--- src/rtl/seg7_scan_ctrl_pkg.sv ---
// seg7_scan_ctrl_pkg: scan FSM state codes, hex glyph table and polarity helper
package seg7_scan_ctrl_pkg;
  typedef enum logic {S_BLANK, S_ON} state_t;
  localparam logic [6:0] GLYPH [16] = '{
    7'h3F, 7'h06, 7'h5B, 7'h4F, 7'h66, 7'h6D, 7'h7D, 7'h07,
    7'h7F, 7'h6F, 7'h77, 7'h7C, 7'h39, 7'h5E, 7'h79, 7'h71
  };
  function automatic logic [6:0] pol7(input logic [6:0] v, input bit act_low);
    return act_low ? ~v : v;
  endfunction
endpackage

--- src/rtl/seg7_scan_ctrl_hex_to_seg7.sv ---
// hex_to_seg7: nibble to active-high {g..a} segment pattern
module hex_to_seg7
  import seg7_scan_ctrl_pkg::*;
(
  input  logic [3:0] nib,
  output logic [6:0] seg
);
  assign seg = GLYPH[nib];
endmodule

--- src/rtl/seg7_scan_ctrl.sv ---
// seg7_scan_ctrl: multiplexed 7-segment scanner with dead time and frame-aligned data loads
module seg7_scan_ctrl
  import seg7_scan_ctrl_pkg::*;
#(
  parameter int NUM_DIGITS   = 4,
  parameter int DWELL_CYCLES = 50000,
  parameter int BLANK_CYCLES = 500,
  parameter bit SEG_ACT_LOW  = 1'b1,
  parameter bit AN_ACT_LOW   = 1'b1
) (
  input  logic                    clk,
  input  logic                    rst_n,
  input  logic                    load,
  input  logic [4*NUM_DIGITS-1:0] hex_in,
  input  logic [7*NUM_DIGITS-1:0] raw_in,
  input  logic [NUM_DIGITS-1:0]   dp_in,
  input  logic [NUM_DIGITS-1:0]   digit_en,
  input  logic                    raw_mode,
  output logic [6:0]              seg,
  output logic                    dp,
  output logic [NUM_DIGITS-1:0]   an,
  output logic                    frame_done
);
  localparam int MAXC = DWELL_CYCLES > BLANK_CYCLES ? DWELL_CYCLES : BLANK_CYCLES;
  localparam int CW   = MAXC > 1 ? $clog2(MAXC) : 1;
  localparam int IW   = $clog2(NUM_DIGITS);
  localparam logic [NUM_DIGITS-1:0] AN_OFF = AN_ACT_LOW ? '1 : '0;
  typedef struct packed {
    logic [4*NUM_DIGITS-1:0] hex;
    logic [7*NUM_DIGITS-1:0] raw;
    logic [NUM_DIGITS-1:0]   dpv;
    logic [NUM_DIGITS-1:0]   en;
    logic                    mode;
  } disp_t;
  state_t                state;
  logic [CW-1:0]         cnt;
  logic [IW-1:0]         idx;
  logic                  pending;
  disp_t                 in_d, hold, disp;
  logic                  blank_end, dwell_end, wrap, lit;
  logic [6:0]            glyph, pattern;
  logic [NUM_DIGITS-1:0] onehot;
  assign in_d      = {hex_in, raw_in, dp_in, digit_en, raw_mode};
  assign blank_end = state == S_BLANK && cnt == CW'(BLANK_CYCLES - 1);
  assign dwell_end = state == S_ON && cnt == CW'(DWELL_CYCLES - 1);
  assign wrap      = dwell_end && idx == IW'(NUM_DIGITS - 1);
  assign lit       = state == S_ON && disp.en[idx];
  assign pattern   = disp.mode ? disp.raw[int'(idx)*7 +: 7] : glyph;
  assign onehot    = {{(NUM_DIGITS-1){1'b0}}, lit} << idx;
  hex_to_seg7 u_dec (
    .nib(disp.hex[{idx, 2'b00} +: 4]),
    .seg(glyph)
  );
  // The frame_done cycle is the frame boundary: the display registers swap
  // there, before the first digit slot of the new frame reaches the pins.
  always_ff @(posedge clk or negedge rst_n)
    if (!rst_n) begin
      state      <= S_BLANK;
      cnt        <= '0;
      idx        <= '0;
      pending    <= 1'b0;
      hold       <= '0;
      disp       <= '0;
      an         <= AN_OFF;
      seg        <= pol7(7'h00, SEG_ACT_LOW);
      dp         <= SEG_ACT_LOW;
      frame_done <= 1'b0;
    end else begin
      cnt        <= (blank_end || dwell_end) ? '0 : cnt + 1'b1;
      state      <= blank_end ? S_ON : dwell_end ? S_BLANK : state;
      idx        <= !dwell_end ? idx : wrap ? '0 : idx + 1'b1;
      frame_done <= wrap;
      if (load) begin
        hold    <= in_d;
        pending <= 1'b1;
      end
      if (frame_done) begin
        disp    <= load ? in_d : pending ? hold : disp;
        pending <= 1'b0;
      end
      an  <= AN_ACT_LOW ? ~onehot : onehot;
      seg <= pol7(lit ? pattern : 7'h00, SEG_ACT_LOW);
      dp  <= SEG_ACT_LOW ^ (lit & disp.dpv[idx]);
    end
endmodule

--- config.mk ---
export PLATFORM = sky130hd
export DESIGN_NAME = seg7_scan_ctrl
export DESIGN_NICKNAME = d
export VERILOG_FILES = /design/src/rtl/seg7_scan_ctrl_pkg.sv /design/src/rtl/seg7_scan_ctrl_hex_to_seg7.sv /design/src/rtl/seg7_scan_ctrl.sv
export SDC_FILE = /design/constraint.sdc
export NUM_CORES = 1
export LEC_CHECK = 0
export CAP_MARGIN = 15
export CORE_MARGIN = 5
export CORE_UTILIZATION = 50
export DETAILED_ROUTE_END_ITERATION = 8
export MAX_ROUTING_LAYER = met4
export PLACE_DENSITY = 0.74
export SYNTH_ARGS = -nofsm -noshare
export SYNTH_HDL_FRONTEND = slang
export SYNTH_HIERARCHICAL = 1
export SYNTH_SLANG_ARGS = --single-unit
--- constraint.sdc ---
create_clock -name clk -period 2.7 [get_ports clk]
set_input_delay 0.405 -clock clk [delete_from_list [all_inputs] [get_ports clk]]
set_output_delay 0.405 -clock clk [all_outputs]
set_load 0.02 [all_outputs]
==> metrics list, run 1 <==
- The flow ran to the end, and the final reports show no timing, DRC or antenna violations.
* Global placement routability congestion: 0.844
- After the first detailed-routing iteration, the DRC count stood at 206.
- Hold is met by 0.495 ns.
- Synthesis Warnings: 6
- Combinational logic is responsible for 5.4% of the overall power.
- Area Growth Syn to Fin: 23.7%
* Number of buffers added to fix hold violations after cts: 1
* Period minus WS final: 2.39 ns
- Register bit total from synthesis: 139
- Timing would allow up to 0.418 GHz.
- After detailed routing, the average wire length per cell comes to 17.2 um.
- Max-capacitance violation count: 0
* Cell type with the highest aggregate area in the netlist: sky130_fd_sc_hd__dfrtp_1
- For the pin with the worst max-slew slack, the measured transition is 0.760 ns.
* Most common flop cell mapped by yosys: sky130_fd_sc_hd__dfrtp_1
- The share of total power dissipated in sequential elements is 45.2%.
- Met3 routing resource usage after global routing: 4.57%
- During placement, the flow inserted port buffers numbering 68.
- The final-report max-slew violation count came to 0.
- For this configuration, the core starts out at a cell density of 50.6%.
- Die Y: 120 um
- Once the clock tree was built, the resizer swapped 0 gates to a different size.
* Post-synth top area share: 52.5%
- Vias in the first global route: 3694
* Async SR Flop Fraction: 100%
- Inserted Diodes: 0
- Layout cell share with drive strength beyond 1: 39.1%
* H-tree depth reported by CTS: 4
- For met1 alone, demand over resource in global routing was 21.7%.
* DR pass1 iterations: 4
* Final HPWL DP: 7.48 mm
- Biggest fanout along the worst timing path: 5
* Die ar.: 14400 um^2
- For met2 alone, demand over resource in global routing was 26.8%.
- The number of antenna violations at the first check in global routing was 0.
- Syn Area/Cell: 15.1 um^2
* Overall track demand over capacity in global routing: 17.1%
- Final global-route overflow total: 0
- Clock-pin slew was measured on the worst setup and hold paths at 0.06 ns.
- Across all layers, the routed design uses 3410 vias.
- Setup repair after global routing left no endpoint under its margin.
- The total count of hold-check failures in the final report came to 0.
- The longest clock path from root to sink contains 2 buffers.
- The number of nets in the synthesized netlist is 465.
- Wirelength, routed: 10.9 mm
* Category of the most critical setup path: reg2reg
* Count of cell types in the netlist: 44
- Total placed cells including tap cells: 603
- In the routed layout, each cell is associated on average with a via count of 5.36.
- Number of buffers created by CTS: 17
- Largest net degree at the start of global routing: 64
- Setup TNS: 0 ns
- Critical path endpoint category: register
* Final net count: 541
- Clock sink count: 139
* Clk_skew: 0.00357 ns
* Static leakage: 3.32 nW
- IR analysis of the VDD net gives a maximum drop of 358 uV.
* Power dissipated by switching net loads: 0.000965 W
* Type of origin of the critical path: register
- Worst min-delay path category: reg2reg
- After the flow finishes, the layout carries non-filler instances totaling 636.
- Clock latency on the worst-skew pair, taken at its later pin, is 0.41 ns.
- The initialized floorplan defines 40 standard-cell rows.
* Die Width: 120 um
- Count of endpoints failing setup in the final report: 0
- Wire length of the first global-routing pass: 18.6 mm
- Mapped Area: 6050 um^2
* Share of the clock period used by the worst path after layout: 88.6%
- Number of design rule violations left after detail routing: 0
- For the worst setup path, the data required time is 3.05 ns.
* Internal power: 0.00386 W
- The global routing stage identified its most utilized layer as met2.
* Core Region: 12000 um^2
- The clock network burns 49.4% of the power.
* Number of placed I/O pins: 69
* Post-CTS Setup Bufs: 0
* Arrival time worst endpoint: 2.74 ns
* Max-slew headroom at the worst pin: 49.3%
* Part of the Yosys area used for sequential elements: 57.7%
- CTS placed an instance of sky130_fd_sc_hd__clkbuf_16 at the clock tree root.
- Net switching is 20.0% of the power.
- Power density relative to cell area: 644 nW/um^2
* Number of synthesized flops with an enable pin: 0
- The cell count after synthesis came out at 400.
- Top area cells in the synthesized netlist: sky130_fd_sc_hd__dfrtp_1 52%, sky130_fd_sc_hd__mux2_2 21%, sky130_fd_sc_hd__dfstp_2 5.2%
- TritonCTS built the clock tree.
- Number of antenna-violating nets in the routed design: 0
through the flow:
step | utilization (%) | instance area [um^2] | setup WS [ns] | power [W]
3_5_place_dp | 57.3 | 6860 | 0.318 | 0.00249
5_1_grt | 62.6 | 7490 | 0.178 | 0.00500
4_1_cts | 62.6 | 7490 | 0.285 | 0.00487
6_report | 62.6 | 7490 | 0.307 | 0.00483
3_3_place_gp | 57.3 | 6860 | 0.410 | 0.00248
2_1_floorplan | - | 6050 | 0.189 | 0.00232
cells by family (layout without fill, tap and decap cells):
group                      Yosys count  in the layout  synth area share [%]
buffers and inverters               28            117                  3.06
and+or+nand+nor                     66             66                  6.41
muxes                              133            133                  27.7
xor gates and xnor gates            14             14                  2.03
adders and majority gates            9              9                  1.86
AOI/OAI and AO/OA                   11             11                  1.22
DFF                                139            139                  57.7
metal layers:
layer  up-vias  share of wire [%]
met3        12                3.2
met5         -                  0
met2        53                 50
met1      1754                 45
li1       1591                  -
met4         0                1.3
critical path, cell delays in order, from the launching register on:
cell,delay (ns)
sky130_fd_sc_hd__dfrtp_1,0.45
sky130_fd_sc_hd__mux4_2,0.60
sky130_fd_sc_hd__inv_1,0.15
sky130_fd_sc_hd__ha_1,0.26
sky130_fd_sc_hd__inv_1,0.06
sky130_fd_sc_hd__mux4_1,0.48
sky130_fd_sc_hd__mux2_2,0.27
sky130_fd_sc_hd__nand2_1,0.06
layout by cell type, fill, tap and decap left out, drive strengths merged, types with 2 or more instances in the layout:
| master | Yosys | layout |
|---|---|---|
| nand3b | 3 | 3 |
| dfrtp | 127 | 127 |
| nor3 | 3 | 3 |
| nor2 | 14 | 14 |
| nand4 | 7 | 7 |
| buf | 21 | 11 |
| inv | 7 | 8 |
| xnor2 | 6 | 6 |
| clkdlybuf4s50 | 0 | 66 |
| bufinv | 0 | 3 |
| ha | 9 | 9 |
| and4 | 3 | 3 |
| a21oi | 3 | 3 |
| clkinv | 0 | 6 |
| xor2 | 8 | 8 |
| nand3 | 7 | 7 |
| nand2 | 13 | 13 |
| mux2i | 2 | 2 |
| o21ai | 4 | 4 |
| dfstp | 12 | 12 |
| mux2 | 117 | 117 |
| clkbuf | 0 | 21 |
| and3 | 3 | 3 |
| nor4 | 5 | 5 |
| mux4 | 14 | 14 |
registers in the layout, summed over array words and instances (netlist names):
signal / flops
dp: 1
hold: 53
disp: 53
frame_done: 1
cnt: 16
state: 1
pending: 1
idx: 2
an: 4
seg: 7
final timing paths:
path                           from       end  slack, ns  depth (start not counted)
min                        hold[29]  hold[29]       0.49                          1
max reg2reg                  idx[0]    seg[3]       0.31                          7
min in group asynchronous     rst_n    cnt[8]       0.54                          2
max                          idx[0]    seg[3]       0.31                          7
min reg2reg                hold[29]  hold[29]       0.49                          1
max in group asynchronous     rst_n    seg[6]       1.39                          3
synth_stat cells, types with 4 or more instances:
cell                      count
sky130_fd_sc_hd__xor2_1       8
sky130_fd_sc_hd__ha_1         9
sky130_fd_sc_hd__nor2_1      14
sky130_fd_sc_hd__xnor2_1      6
sky130_fd_sc_hd__mux4_1       5
sky130_fd_sc_hd__dfrtp_1    127
sky130_fd_sc_hd__mux4_2       9
sky130_fd_sc_hd__nand4_1      7
sky130_fd_sc_hd__dfstp_2     12
sky130_fd_sc_hd__buf_6        9
sky130_fd_sc_hd__nand2_1     12
sky130_fd_sc_hd__nand3_1      7
sky130_fd_sc_hd__inv_1        7
sky130_fd_sc_hd__mux2_2     115
sky130_fd_sc_hd__nor4_1       4
sky130_fd_sc_hd__buf_2       10
final cells by class:
cell class	count	area, um^2
clock buffers	21	480
clock inverters	11	140
fillers	883	4470
inverters	7	26.3
multi-input cells	233	2380
flip-flops and latches	139	3490
well taps	147	184
repair buffers	78	779
power groups by stage:
stage,clock [W],sequential (W),combinational [W]
6_report,0.00238,0.00218,0.000262
3_5_place_dp,0,0.00222,0.000266
5_1_grt,0.00252,0.00219,0.000292
2_1_floorplan,0,0.00221,0.000112
4_1_cts,0.00242,0.00218,0.000270
3_3_place_gp,0,0.00222,0.000261
(Power assumes the default switching activity.)
==> inputs of run 2 (changes only) <==
==> constraint.sdc (replaced) <==
create_clock -name clk -period 2.7 [get_ports clk]
set_input_delay 0.405 -clock clk [delete_from_list [all_inputs] [get_ports clk]]
set_output_delay 0.405 -clock clk [all_outputs]
set_load 0.005 [all_outputs]
==> results of run 2 <==
Final layout, timing and power as in run 1 (identical DEF).
==> inputs of run 3 (changes only) <==
--- a/config.mk
+++ b/config.mk
@@ -8,7 +8,9 @@
 export CAP_MARGIN = 15
 export CORE_MARGIN = 5
 export CORE_UTILIZATION = 50
+export CTS_BUF_LIST = sky130_fd_sc_hd__clkbuf_4 sky130_fd_sc_hd__clkbuf_8
 export DETAILED_ROUTE_END_ITERATION = 8
+export GPL_TIMING_DRIVEN = 0
 export MAX_ROUTING_LAYER = met4
 export PLACE_DENSITY = 0.74
 export SYNTH_ARGS = -nofsm -noshare
==> run 3 against run 2 <==
Net effect:
- utilization shrank 1.2 points
- setup slack lost 0.15 ns
- design area shrank 1.9%
- sequential share of layout area grew 0.89 points
- via count grew 2.1%
- sequential power is essentially flat
- sequential cell count is the same
- largest cell class unchanged
- largest power group is now sequential cells
==> metrics list, run 3 (synthesized netlist as in run 1, its figures left out) <==
- Wire length of the first global-routing pass: 19.2 mm (+3.2%)
- The remaining max-slew budget at the tightest pin is 65.6% (+16 points).
- End of the worst register-to-register path: seg[3]
- The minimum clock period after layout was 2.55 ns (+0.152 ns).
- STA classifies the critical path startpoint as a register.
- GR Layer Usage met1: 23.0% (+1.3 points)
- Walking the worst path, the cells encountered are buf_8 -> mux4_2 -> inv_1 -> ha_1 -> inv_1 -> mux4_1 -> mux2_2 -> nand2_1.
- Global placement routability congestion: 0.805 (-4.6%)
- Core Region: 12000 um^2 (unchanged)
- Wirelength, routed: 11.6 mm (+6.0%)
- Post-place instance area: 6940 um^2 (+1.2%)
- The total of buffers placed on input and output ports is 67 (-1.5%).
* Number of design-rule violations left by the first detailed-router iteration: 182 (-12%)
- Static leakage: 3.27 nW (-1.2%)
- The number of buffers inserted to repair setup after CTS is 0 (unchanged).
- The total instance count after detailed placement came to 615 (+2.0%).
* Largest net degree at the start of global routing: 107 (+67%)
* Maximum buffer depth of the clock tree: 2 (unchanged)
* Initial antenna violation count: 0 (unchanged)
* Worst reg-to-reg path cell count: 8 (+1)
* Number of design rule violations left after detail routing: 0 (unchanged)
- The number of search-and-repair iterations in the first detailed-routing pass was 4 (unchanged).
- The width of the chip came to 120 um (unchanged).
- Count of endpoints failing setup in the final report: 0 (unchanged)
* Power dissipated by switching net loads: 0.000861 W (-11%)
- Die Y: 120 um (unchanged)
* Unrepaired setup endpoints after global routing: no
- Combinational share of power: 6.3% (+0.9 points)
- Max-capacitance violation count: 0 (unchanged)
- The worst register-to-register path begins at idx[0].
- The number of cells in the finished layout apart from fillers was 645 (+1.4%).
* Clock transition at the registers of the reported paths: 0.07 ns (about the same)
- The root buffer cell chosen for the clock tree is sky130_fd_sc_hd__clkbuf_8.
* Vias per cell: 5.40 (+0.69%)
- The tightest min-delay check is of the in2async type.
- Critical path endpoint category: register
- The worst-skew pair later-pin latency came to 0.42 ns (about the same).
* Number of placement rows: 40 (unchanged)
- Most common cell after layout, fill and taps aside: sky130_fd_sc_hd__dfrtp_1
- Number of buffers created by CTS: 17 (unchanged)
* Overall track demand over capacity in global routing: 17.7% (+0.62 points)
- In the layout the commonest cells are 127 x sky130_fd_sc_hd__dfrtp_1, 115 x sky130_fd_sc_hd__mux2_2, 66 x sky130_fd_sc_hd__clkdlybuf4s50_1.
* CP Data Required Time: 3.07 ns (+0.02 ns)
* Regs by FF count: disp x53, hold x53, cnt x16
* Clk_skew: 0.00761 ns (+0.00404 ns)
- Number of placed I/O pins: 69 (unchanged)
- Power density relative to cell area: 565 nW/um^2 (-12%)
- The fraction of the cycle the final worst path needs was 94.3% (+5.6 points).
- The critical path is of the reg2reg type.
- Fmax: 0.393 GHz (-6.0%)
* Internal power: 0.00329 W (-15%)
- Met2 usage: 27.6% (+0.81 points)
* Layer with the highest usage after global routing: met2
- The die area was 14400 um^2 (unchanged).
- Hold Slack: 0.427 ns (-0.0672 ns)
* Area Growth Syn to Fin: 21.3%
- IR Drop Worst-Case VDD: 229 uV (-36%)
- Vias in the first global route: 3747 (+1.4%)
- The total count of hold-check failures in the final report is 0 (unchanged).
- Arrival time worst endpoint: 2.92 ns (+0.18 ns)
- Initial Util: 50.6% (unchanged)
- The largest fanout on the critical path is 19 (+14).
- The flow ran to the end, and the final reports show no timing, DRC or antenna violations.
- The net total in the final layout was 551 (+1.8%).
- Final HPWL DP: 8.06 mm (+7.8%)
* Fillers: 938 (+6.2%)
- The layout cell share with drive strength beyond 1 is 40.0% (+0.90 points).
- Final number of max-transition violations: 0 (unchanged)
* Setup TNS: 0 ns (unchanged)
- The remaining antenna violation count after routing is 0 (unchanged).
- The critical path's largest stage delay came to 0.60 ns (about the same).
- Among the stages of the critical path, the cell type that occurs most often is sky130_fd_sc_hd__inv_1.
* Average routed wire per standard cell: 18.0 um (+4.6%)
- Share of total power in sequential cells: 52.5% (+7.3 points)
* Reg-to-reg setup timing slack: 0.15 ns (-0.15 ns)
- Final total power: 0.00415 W (-14%)
* H-tree depth reported by CTS: 4 (unchanged)
* Final global-route overflow total: 0 (unchanged)
* TritonCTS clock tree: yes
- The count of clock tree sinks is 139 (unchanged).
- Transition time of the tightest slew-check pin: 0.516 ns (-0.245 ns)
- Final non-filler cell area: 7350 um^2 (-1.9%)
- The fraction of power consumed by the clock network is 41.2% (-8.2 points).
* Fraction of power spent switching nets: 20.8% (+0.75 points)
* Overall via count from detail_route: 3482 (+2.1%)
- Inserted Diodes: 0 (unchanged)
- The slowest stage of the critical path is the sky130_fd_sc_hd__mux4_2 cell.
- Met3 routing resource usage after global routing: 4.38% (-0.19 points)
[run 3: layout make-up]
type	count	area, um^2	share of cell area (%)
inverter	7	26.3	0.358
multi-input combinational	233	2380	32.3
tap	147	184	2.50
clock buffer	22	284	3.87
sequential	139	3490	47.5
buffer	19	154	2.09
timing repair buffer	69	709	9.66
clock inverter	9	120	1.63
[run 3: worst max-delay path by stage]
stage | end | cells past startpoint | from
global placement | hold[21] | 1 | rst_n
finish | seg[3] | 8 | idx[0]
floorplan | seg[3] | 9 | idx[0]
CTS | seg[3] | 8 | idx[0]
global route | seg[3] | 8 | idx[0]
detailed placement | seg[3] | 9 | idx[1]
[run 3: what timing repair did]
action,4_1_cts,5_1_grt
gates resized for setup,0,1
setup endpoints to repair,2,1
hold buffers,1,0
hold endpoints to repair,29,0
[run 3: routing by layer]
metal  vias to the layer above  routed length, um
li1                       1617                  -
met1                      1786               5200
met2                        69               5900
met3                        10                382
met4                         0                103
met5                         -                  0
[run 3: critical path: cells and delay by family (launching register included)]
family                   cells  cell delay, ns
adder cells (fa/ha/maj)      1            0.26
AND/OR/NAND/NOR              1            0.06
flip-flops                   1            0.38
buffers and inverters        3            0.44
multiplexers                 3            1.34
[run 3: through the flow]
step                setup slack, ns  util [%]
finish                        0.155      61.4
global route                0.00899      61.4
CTS                           0.109      61.4
detailed placement           -0.153      58.0
global placement              -3.99      57.8
floorplan                     0.189         -
[run 3: power by group through the flow]
stage	logic [W]	registers [W]	clock network, W
after floorplan	0.000112	0.00221	0
final	0.000262	0.00218	0.00171
after detailed placement	0.000267	0.00222	0
after CTS	0.000269	0.00218	0.00175
after global placement	0.000255	0.00222	0
after global routing	0.000291	0.00218	0.00186
